### src/rtl/vga_write_queue.sv
// In-order write buffer between the execute/write-back stage and the VGA framebuffer port.
// Optional feature macro: VGA_WQ_COALESCE_EN (merge a write into the newest entry on address match).
module vga_write_queue #(
    parameter int ADDR_W = 13,
    parameter int DATA_W = 25,
    parameter int DEPTH  = 8,
    parameter int CNT_W  = $clog2(DEPTH + 1)
) (
    input  logic              clk,
    input  logic              rst,
    input  logic              in_we,
    input  logic [ADDR_W-1:0] in_addr,
    input  logic [DATA_W-1:0] in_data,
    output logic              in_full,
    output logic              out_valid,
    output logic [ADDR_W-1:0] out_addr,
    output logic [DATA_W-1:0] out_data,
    input  logic              out_ready,
    output logic [CNT_W-1:0]  count,
    output logic              overflow
);
    localparam int PTR_W = $clog2(DEPTH);

    // Handshake: the head entry transfers on a rising edge where out_valid && out_ready;
    // out_valid never depends on out_ready and the head holds until taken. The write side
    // has no ready: in_full is a registered stall, and a write that arrives while full is dropped.
    logic [ADDR_W-1:0] addr_mem [DEPTH];
    logic [DATA_W-1:0] data_mem [DEPTH];
    logic [PTR_W-1:0]  wp;
    logic [PTR_W-1:0]  rp;
    logic              pop;
    logic              push;
    logic              drop;
    logic              coalesce;

    assign out_valid = (count != '0);
    assign in_full   = (count == CNT_W'(DEPTH));
    assign out_addr  = addr_mem[rp];
    assign out_data  = data_mem[rp];
    assign pop       = out_valid && out_ready;

`ifdef VGA_WQ_COALESCE_EN
    logic [PTR_W-1:0] wp_last;
    assign wp_last  = wp - 1'b1;
    // A lone entry leaving this cycle cannot absorb the write; it becomes a normal push.
    assign coalesce = in_we && out_valid && (addr_mem[wp_last] == in_addr)
                      && !((count == CNT_W'(1)) && pop);
`else
    assign coalesce = 1'b0;
`endif

    assign push = in_we && !coalesce && !in_full;
    assign drop = in_we && !coalesce && in_full;

    always_ff @(posedge clk) begin
        if (!rst && push) begin
            addr_mem[wp] <= in_addr;
            data_mem[wp] <= in_data;
        end
`ifdef VGA_WQ_COALESCE_EN
        if (!rst && coalesce) begin
            data_mem[wp_last] <= in_data;
        end
`endif
    end

    always_ff @(posedge clk) begin
        if (rst) begin
            wp       <= '0;
            rp       <= '0;
            count    <= '0;
            overflow <= 1'b0;
        end else begin
            if (push) wp <= wp + 1'b1;
            if (pop)  rp <= rp + 1'b1;
            case ({push, pop})
                2'b10:   count <= count + 1'b1;
                2'b01:   count <= count - 1'b1;
                default: count <= count;
            endcase
            if (drop) overflow <= 1'b1;
        end
    end

endmodule

### config.mk
export PLATFORM = sky130hd
export DESIGN_NAME = vga_write_queue
export DESIGN_NICKNAME = d
export VERILOG_FILES = /design/src/rtl/vga_write_queue.sv
export SDC_FILE = /design/constraint.sdc
export NUM_CORES = 1
export LEC_CHECK = 0
export ABC_AREA = 1
export ABC_CLOCK_PERIOD_IN_PS = 12500
export CORE_MARGIN = 4
export CORE_UTILIZATION = 44
export CTS_CLUSTER_SIZE = 20
export DETAILED_ROUTE_END_ITERATION = 8
export PLACE_DENSITY = 0.58
export SETUP_SLACK_MARGIN = 0.3
export SYNTH_ARGS = -nofsm -noshare
export SYNTH_HDL_FRONTEND = slang
export SYNTH_SLANG_ARGS = --single-unit
### constraint.sdc
create_clock -name clk -period 12.5 [get_ports clk]
set_input_delay 2.5 -clock clk [delete_from_list [all_inputs] [get_ports clk]]
set_output_delay 2.5 -clock clk [all_outputs]
set_load 0.005 [all_outputs]
=== After elaboration in Yosys (flattened, before gate mapping) ===
Memory sizes are Yosys's and may differ from the RTL's. A register that Yosys moved wholly into a read port is not among the register bits.
Index checks and enable logic that the tools add are counted.

* Register bits after elaboration: 11
* Memory bits (writable): 304
* Bits of input ports: 42
* Output and inout bits: 45
* Word-level logic and storage cells: 28
* Memories: 2

* Add/sub/neg operators: 4
* Equal/unequal tests: 3
* Mux-type cells: 7
* Reductions and logical operators: 8

{| class="wikitable"
|+ Memory list
! memory !! depth !! bits a word !! read ports !! clocked after memory_dff !! write ports !! line !! source
|-
| data_mem || 8 || 25 || 1 || 1 || 1 || 28 || <nowiki>logic [DATA_W-1:0] data_mem [DEPTH];</nowiki>
|-
| addr_mem || 8 || 13 || 1 || 1 || 1 || 27 || <nowiki>logic [ADDR_W-1:0] addr_mem [DEPTH];</nowiki>
|}

{| class="wikitable"
|+ Operators with widths
! cell !! count
|-
| $mux 3 || 4
|-
| $pmux 4 s2 || 1
|-
| $add 3x1->3 const B || 2
|-
| $add 4x1->4 const B || 1
|-
| $eq 4x4->1 const B || 1
|-
| $logic_and 1x1->1 || 4
|-
| $reduce_bool 4->1 || 1
|-
| $sub 4x1->4 const B || 1
|-
| $eq 2x1->1 const B || 1
|-
| $eq 2x2->1 const B || 1
|-
| $logic_not 1->1 || 2
|-
| $mux 1 || 2
|-
| $reduce_bool 2->1 || 1
|}

=== Depth between registers and ports, before layout ===
Gate-level depths: netlist (run 1).

* Depth after elaboration: 6
* Mapped depth: 14
* Gate-level depth less buffers: 14

=== Worst setup path after synthesis (run 1) ===
OpenSTA, ideal clock, no wires.

* Path type: in2reg
* Start point: input in_we
* End point: memory addr_mem[1][0] (enable)
* Arrival time: 5.350 ns
* Data required time: 12.019 ns
* Setup slack: 6.670 ns
* Stages: 4
* Path through: nand2_2 > inv_1 > nand2_1 > nor3_1

* Longest elaborated chain between the ends: 4

{| class="wikitable"
|+ Ends and longest elaborated chain
! element !! line !! source
|-
| from (decl) || 11 || <nowiki>input logic in_we,</nowiki>
|-
| $logic_and 1x1->1 || 52 || <nowiki>assign push = in_we && !coalesce && !in_full;</nowiki>
|-
| $logic_and 1x1->1 || 56 || <nowiki>if (!rst && push) begin</nowiki>
|-
| $mux 1 || 56 ||
|-
| $mux 1 (not written as such) || 57 || <nowiki>addr_mem[wp] <= in_addr;</nowiki>
|-
| to (decl) || 27 ||
|}

Every way passes these cells.

==> impl_metrics.csv, run 1 <==
group,metric,value,unit
run_status,status,"complete, no violations",
place,io_buffers,86,
route,via_per_inst,5.136,
clock_network,cts_root_buf,"clkbuf_16",
yosys,synth_edf_count,304,
global_route,grt_pass1_wl,40730,µm
route,first_iter_violations,448,
yosys,syn-mean-instance-area,13.32,µm²
clock_network,numCtsBuffers,34,
yosys,synthCells,956,
timing,final.period_utilization,49.13,%
route,dr.pass1.iters,5,
cells_and_area,layout.nets,1082,
critical_path,crit_required,10000,ps
critical_path,path_max_fanout,78,
yosys,synth_seq_cells,318,
hold_path,hold_class,"flop to flop",
clock_network,cts_tree,"done",
route,drc_errors,0,
yosys,synth_area_leaders,"edfxtp_1, nor2_1, nand2_1, o21ai_1, mux2i_1",
route,vias,7416,
pwr,power.density,191.4,mW/mm²
yosys,synth_top_area_share,71.71,%
die,pin_count,87,
cells_and_area,syn2layout_area_growth,16.58,%
yosys,syn_area,0.01273,mm²
critical_path,path_class,"flop to output pin",
timing,skew,10.12,ps
clock_network,ctsHoldBuffers,0,
cells_and_area,fillCellCount,2426,
timing,max-slew-margin-rel,28.51,%
global_route,grt_usage,16.61,%
die,rows,62,
timing,rsz0062_at_grt,"no",
die,dieArea,0.03172,mm²
timing,worst_slew_pin_slew,1072,ps
critical_path,cp_data_arrival_time,3640,ps
yosys,synth_top_cell_by_area,"edfxtp_1",
timing,setup_viol,0,
global_route,grt_pass1_vias,7165,
cells_and_area,final_cells,1444,
critical_path,r2r-start,"count[0]",
clock_network,cts.sinks,318,
timing,fin_crit,6141,ps
timing,slew_viol_final,0,
clock_network,h-tree-depth,2,
pwr,irDropWorstVdd,85.89,µV
hold_path,min-delay-start,"overflow",
yosys,synth_ff_type,"edfxtp_1",
die,core-area,0.02863,mm²
global_route,gr-total-overflow,0,
job,cap_violations,0,
route,routedWlPerCell,18.02,µm
timing,fin_tns_setup,0,ps
die,start_util,44.47,%
critical_path,start_kind,"flop",
global_route,gr-usage-met3,2.861,%
clock_network,cts_setup_buffers,0,
yosys,ys_types,27,
clock_network,clkTransAtPathRegs,60,ps
global_route,grt.met1_usage,22.43,%
global_route,antenna_found_initial,0,
clock_network,postCtsResizedCells,0,
yosys,synth-seq-area-share,73.91,%
global_route,grt_use_met2,28.11,%
global_route,globalRoute.busiestLayer,"met2",
place,gp_congestion,0.7028,
cells_and_area,layout_commonest_cell,"edfxtp_1",
pwr,p_leak,0.004959,µW
die,die_w,178.1,µm
timing,hold_viol_final,0,
place,dp_hpwl,13020,µm
clock_network,cts_buffer_depth,3,
timing,max_clock_freq,162.8,MHz
clock_network,clock_latency,500,ps
critical_path,crit_path_end_kind,"output pin",
yosys,synth_fp_nets,1003,
global_route,grt_max_degree,115,
yosys,yosysWarnings,0,
yosys,async_reset_ff_share,0,%
cells_and_area,layout_common_cells,"edfxtp_1, nor2_1, nand2_1, o21ai_1, clkdlybuf4s50_1",
cells_and_area,drive_above_1_share,10.00,%
cells_and_area,antenna_cells,0,
route,wl,26020,µm
die,chipHeight,178.1,µm
route,detail-route-antenna-nets,0,
place,placedCellCount,1383,
==> registers in the layout, summed over array words and instances (netlist names), named ones only <==
signal / cells
rp: 3
addr_mem: 104
data_mem: 200
wp: 3
overflow: 1
count: 4
==> cells in the mapped netlist (4+ instances only) <==
| cell | count |
|---|---|
| buf_12 | 8 |
| nand3_1 | 7 |
| o21ai_0 | 73 |
| nand2_1 | 127 |
| ha_1 | 5 |
| dfxtp_1 | 14 |
| buf_4 | 5 |
| inv_1 | 16 |
| inv_2 | 4 |
| buf_2 | 22 |
| mux2i_1 | 38 |
| edfxtp_1 | 304 |
| o22ai_1 | 38 |
| o21ai_1 | 87 |
| a21oi_1 | 8 |
| clkbuf_1 | 17 |
| nor2_1 | 134 |
| nor2_2 | 35 |
==> worst max-delay path, stage by stage, from the launching register on <==
cell and delay [ps]:
dfxtp_4 1000, buf_4 930, o21ai_0 220, o22ai_1 210
nand2_1 70, nand2_1 140, clkdlybuf4s50_1 510
==> stage by stage <==
step / worst slack (ps) / area, µm² / total power [µW] / hold WS [ps] / util (%)
2_1_floorplan: 6670 / 12730 / 1722 / 446.6 / -
3_3_place_gp: 6785 / 13820 / 1954 / 443.8 / 48.28
3_5_place_dp: 6788 / 13820 / 1958 / 444.0 / 48.28
4_1_cts: 6268 / 14840 / 2880 / 455.9 / 51.84
5_1_grt: 6033 / 14840 / 3002 / 491.3 / 51.84
6_report: 6359 / 14840 / 2840 / 450.7 / 51.84
==> power by group <==
part           internal [µW]  switching [µW]
clock network            538             378
logic                    297             354
registers               1210            60.6
==> layer usage <==
metal | share of wire [%] | vias up
met5 | 0 | -
li1 | - | 3609
met4 | 1.6 | 0
met2 | 49 | 168
met3 | 5.3 | 37
met1 | 44 | 3602
==> final timing paths <==
| check | to | slack, ps | cells after the start |
|---|---|---|---|
| hold reg to reg | overflow | 450 | 2 |
| setup / recovery | out_data[2] | 6360 | 6 |
| setup reg to reg | addr_mem[0][6] | 9810 | 6 |
| hold / removal | overflow | 450 | 2 |
==> logic make-up (layout without fill, tap and decap cells) <==
group / after synthesis / after routing / share of synthesized area, %
xor+xnor: 3 / 3 / 0.2064
buf+inv: 76 / 180 / 3.843
flops: 318 / 318 / 73.91
fa+ha+maj: 5 / 5 / 0.4914
compound gates: 206 / 206 / 8.473
simple gates: 310 / 310 / 10.08
mux: 38 / 38 / 2.988
==> area by class of cell <==
cell class,instances,area [µm²],share of cell area [%]
clock inverters,12,48.80,0.3288
flip-flops and latches,318,9418,63.46
repair buffers,98,950.9,6.408
inverters,21,83.83,0.5649
multi-input cells,562,2888,19.46
well taps,384,480.5,3.237
clock buffers,49,970.9,6.542
(Power assumes the default switching activity.)
==> run 2: changes to the inputs <==
- ABC_CLOCK_PERIOD_IN_PS: 12500 -> 6000
- clock period: 12.5 -> 6 ns (I/O delays scaled with it)
==> impl_metrics.csv, run 2 (synthesis gave the netlist of run 1 again) <==
group,metric,value,unit
run_status,status,"complete, no violations",
clock_network,h-tree-depth,2,
pwr,internal-power,4345,µW
critical_path,cp.depth,6,
timing,max_clock_freq,232.1,MHz
place,gp_congestion,0.7251,
pwr,irDropWorstVdd,216.6,µV
global_route,grt_pass1_wl,40610,µm
cells_and_area,syn2layout_area_growth,17.05,%
global_route,grt_max_degree,115,
clock_network,cts.sinks,318,
pwr,p_leak,0.004988,µW
clock_network,cts_tree,"done",
global_route,grt_usage,16.29,%
place,placedCellCount,1384,
cells_and_area,layout_commonest_cell,"edfxtp_1",
cells_and_area,drive_above_1_share,10.68,%
critical_path,crit_path_end_kind,"output pin",
route,via_per_inst,5.191,
route,dr.pass1.iters,5,
pwr,p_comb_share,22.8,%
route,vias,7485,
route,detail-route-antenna-nets,0,
pwr,power.density,403.9,mW/mm²
die,die_w,178.1,µm
route,wl,25920,µm
route,first_iter_violations,466,
timing,final.period_utilization,71.81,%
clock_network,cts_buffer_depth,3,
hold_path,hold_class,"flop to flop",
critical_path,cp.buffers_inverters,2,
timing,skew,11.04,ps
cells_and_area,top_regs,"data_mem: 200 flops, addr_mem: 104 flops, count: 4 flops",
clock_network,clock_latency,500,ps
critical_path,path_max_fanout,73,
timing,rsz0062_at_grt,"no",
route,routedWlPerCell,17.97,µm
critical_path,cp_slowest_stage_delay,760,ps
cells_and_area,final_cells,1442,
timing,setup_viol,0,
clock_network,clkTransAtPathRegs,60,ps
timing,fin_tns_setup,0,ps
pwr,power_switching,1674,µW
global_route,gr-total-overflow,0,
timing,hold_viol_final,0,
pwr,seqPwrFrac,43.9,%
die,core-area,0.02863,mm²
clock_network,numCtsBuffers,35,
critical_path,crit_chain,"buf_4, o21ai_0, o22ai_1, nand2_1, nand2_1, clkdlybuf4s50_1",
cells_and_area,max_flop_register,"data_mem",
die,rows,62,
global_route,antenna_found_initial,0,
global_route,grt_pass1_vias,7429,
place,io_buffers,86,
critical_path,start_kind,"flop",
place,dp_hpwl,14470,µm
cells_and_area,layout.nets,1084,
timing,slew_viol_final,0,
critical_path,reg2reg_depth,6,
cells_and_area,antenna_cells,0,
critical_path,critPathSlowestCell,"buf_4",
die,pin_count,87,
critical_path,path_delay_family,"buffers and inverters",
clock_network,ctsHoldBuffers,0,
clock_network,postCtsResizedCells,0,
die,start_util,44.47,%
cells_and_area,final_util,52.05,%
die,chipHeight,178.1,µm
clock_network,cts_root_buf,"clkbuf_16",
clock_network,cts_setup_buffers,0,
timing,max-slew-margin-rel,29.66,%
critical_path,crit_required,4800,ps
job,cap_violations,0,
critical_path,path_class,"flop to output pin",
cells_and_area,layout_common_cells,"edfxtp_1, nor2_1, nand2_1, o21ai_1, clkdlybuf4s50_1",
timing,fin_crit,4309,ps
cells_and_area,largest_reg_flops,200,
timing,worst_slew_pin_slew,1052,ps
pwr,swShare,27.81,%
die,dieArea,0.03172,mm²
critical_path,crit_top_cell,"nand2_1",
route,drc_errors,0,
critical_path,cp_data_arrival_time,3110,ps
hold_path,hold_depth,2,
pwr,p_clk_share,33.3,%
-- run 2: through the flow --
step	hold slack, ps	area, µm²	power [µW]	setup WS [ps]
6_report	457.9	14900	6019	1691
5_1_grt	469.5	14900	6351	1489
4_1_cts	461.5	14900	6101	1654
3_5_place_dp	449.2	13830	4092	2105
3_3_place_gp	443.8	13830	4079	2109
2_1_floorplan	446.6	12730	3587	1470
-- run 2: metal layers --
| metal | wire length (µm) | track usage (%) | vias to the layer above |
|---|---|---|---|
| li1 | - | - | 3606 |
| met1 | 12080 | 22.72 | 3717 |
| met2 | 12430 | 26.87 | 134 |
| met3 | 1052 | 2.883 | 28 |
| met4 | 351 | 3.867 | 0 |
| met5 | 0 | 0 | - |
-- run 2: worst register-to-register path: stages, from the launching register on --
cell and delay (ps):
dfxtp_1 420, nor2_1 100, nand3_2 100, nand2_2 120
or2_4 310, nor3_4 800, buf_4 470
-- run 2: area by class of cell --
| cell class | instances | area (µm²) |
|---|---|---|
| repair buffers | 99 | 958.4 |
| flip-flops and latches | 318 | 9418 |
| fillers | 2381 | 13720 |
| inverters | 21 | 83.83 |
| clock inverters | 10 | 75.07 |
| clock buffers | 48 | 997.2 |
| multi-input cells | 562 | 2888 |
| well taps | 384 | 480.5 |
-- run 2: worst paths after layout --
kind,startpoint,slack (ps),to
setup / recovery,flop,1690,out_addr[7]
hold / removal,overflow,460,overflow
setup reg to reg,count[0],3330,data_mem[0][9]
hold reg to reg,overflow,460,overflow
-- run 2: power groups by stage --
stage	Combinational [µW]	Clock, µW	Sequential (µW)
final	1370	2000	2640
after global routing	1550	2150	2660
after CTS	1410	2050	2650
after detailed placement	1400	0	2690
after global placement	1390	0	2690
after floorplan	982	0	2600
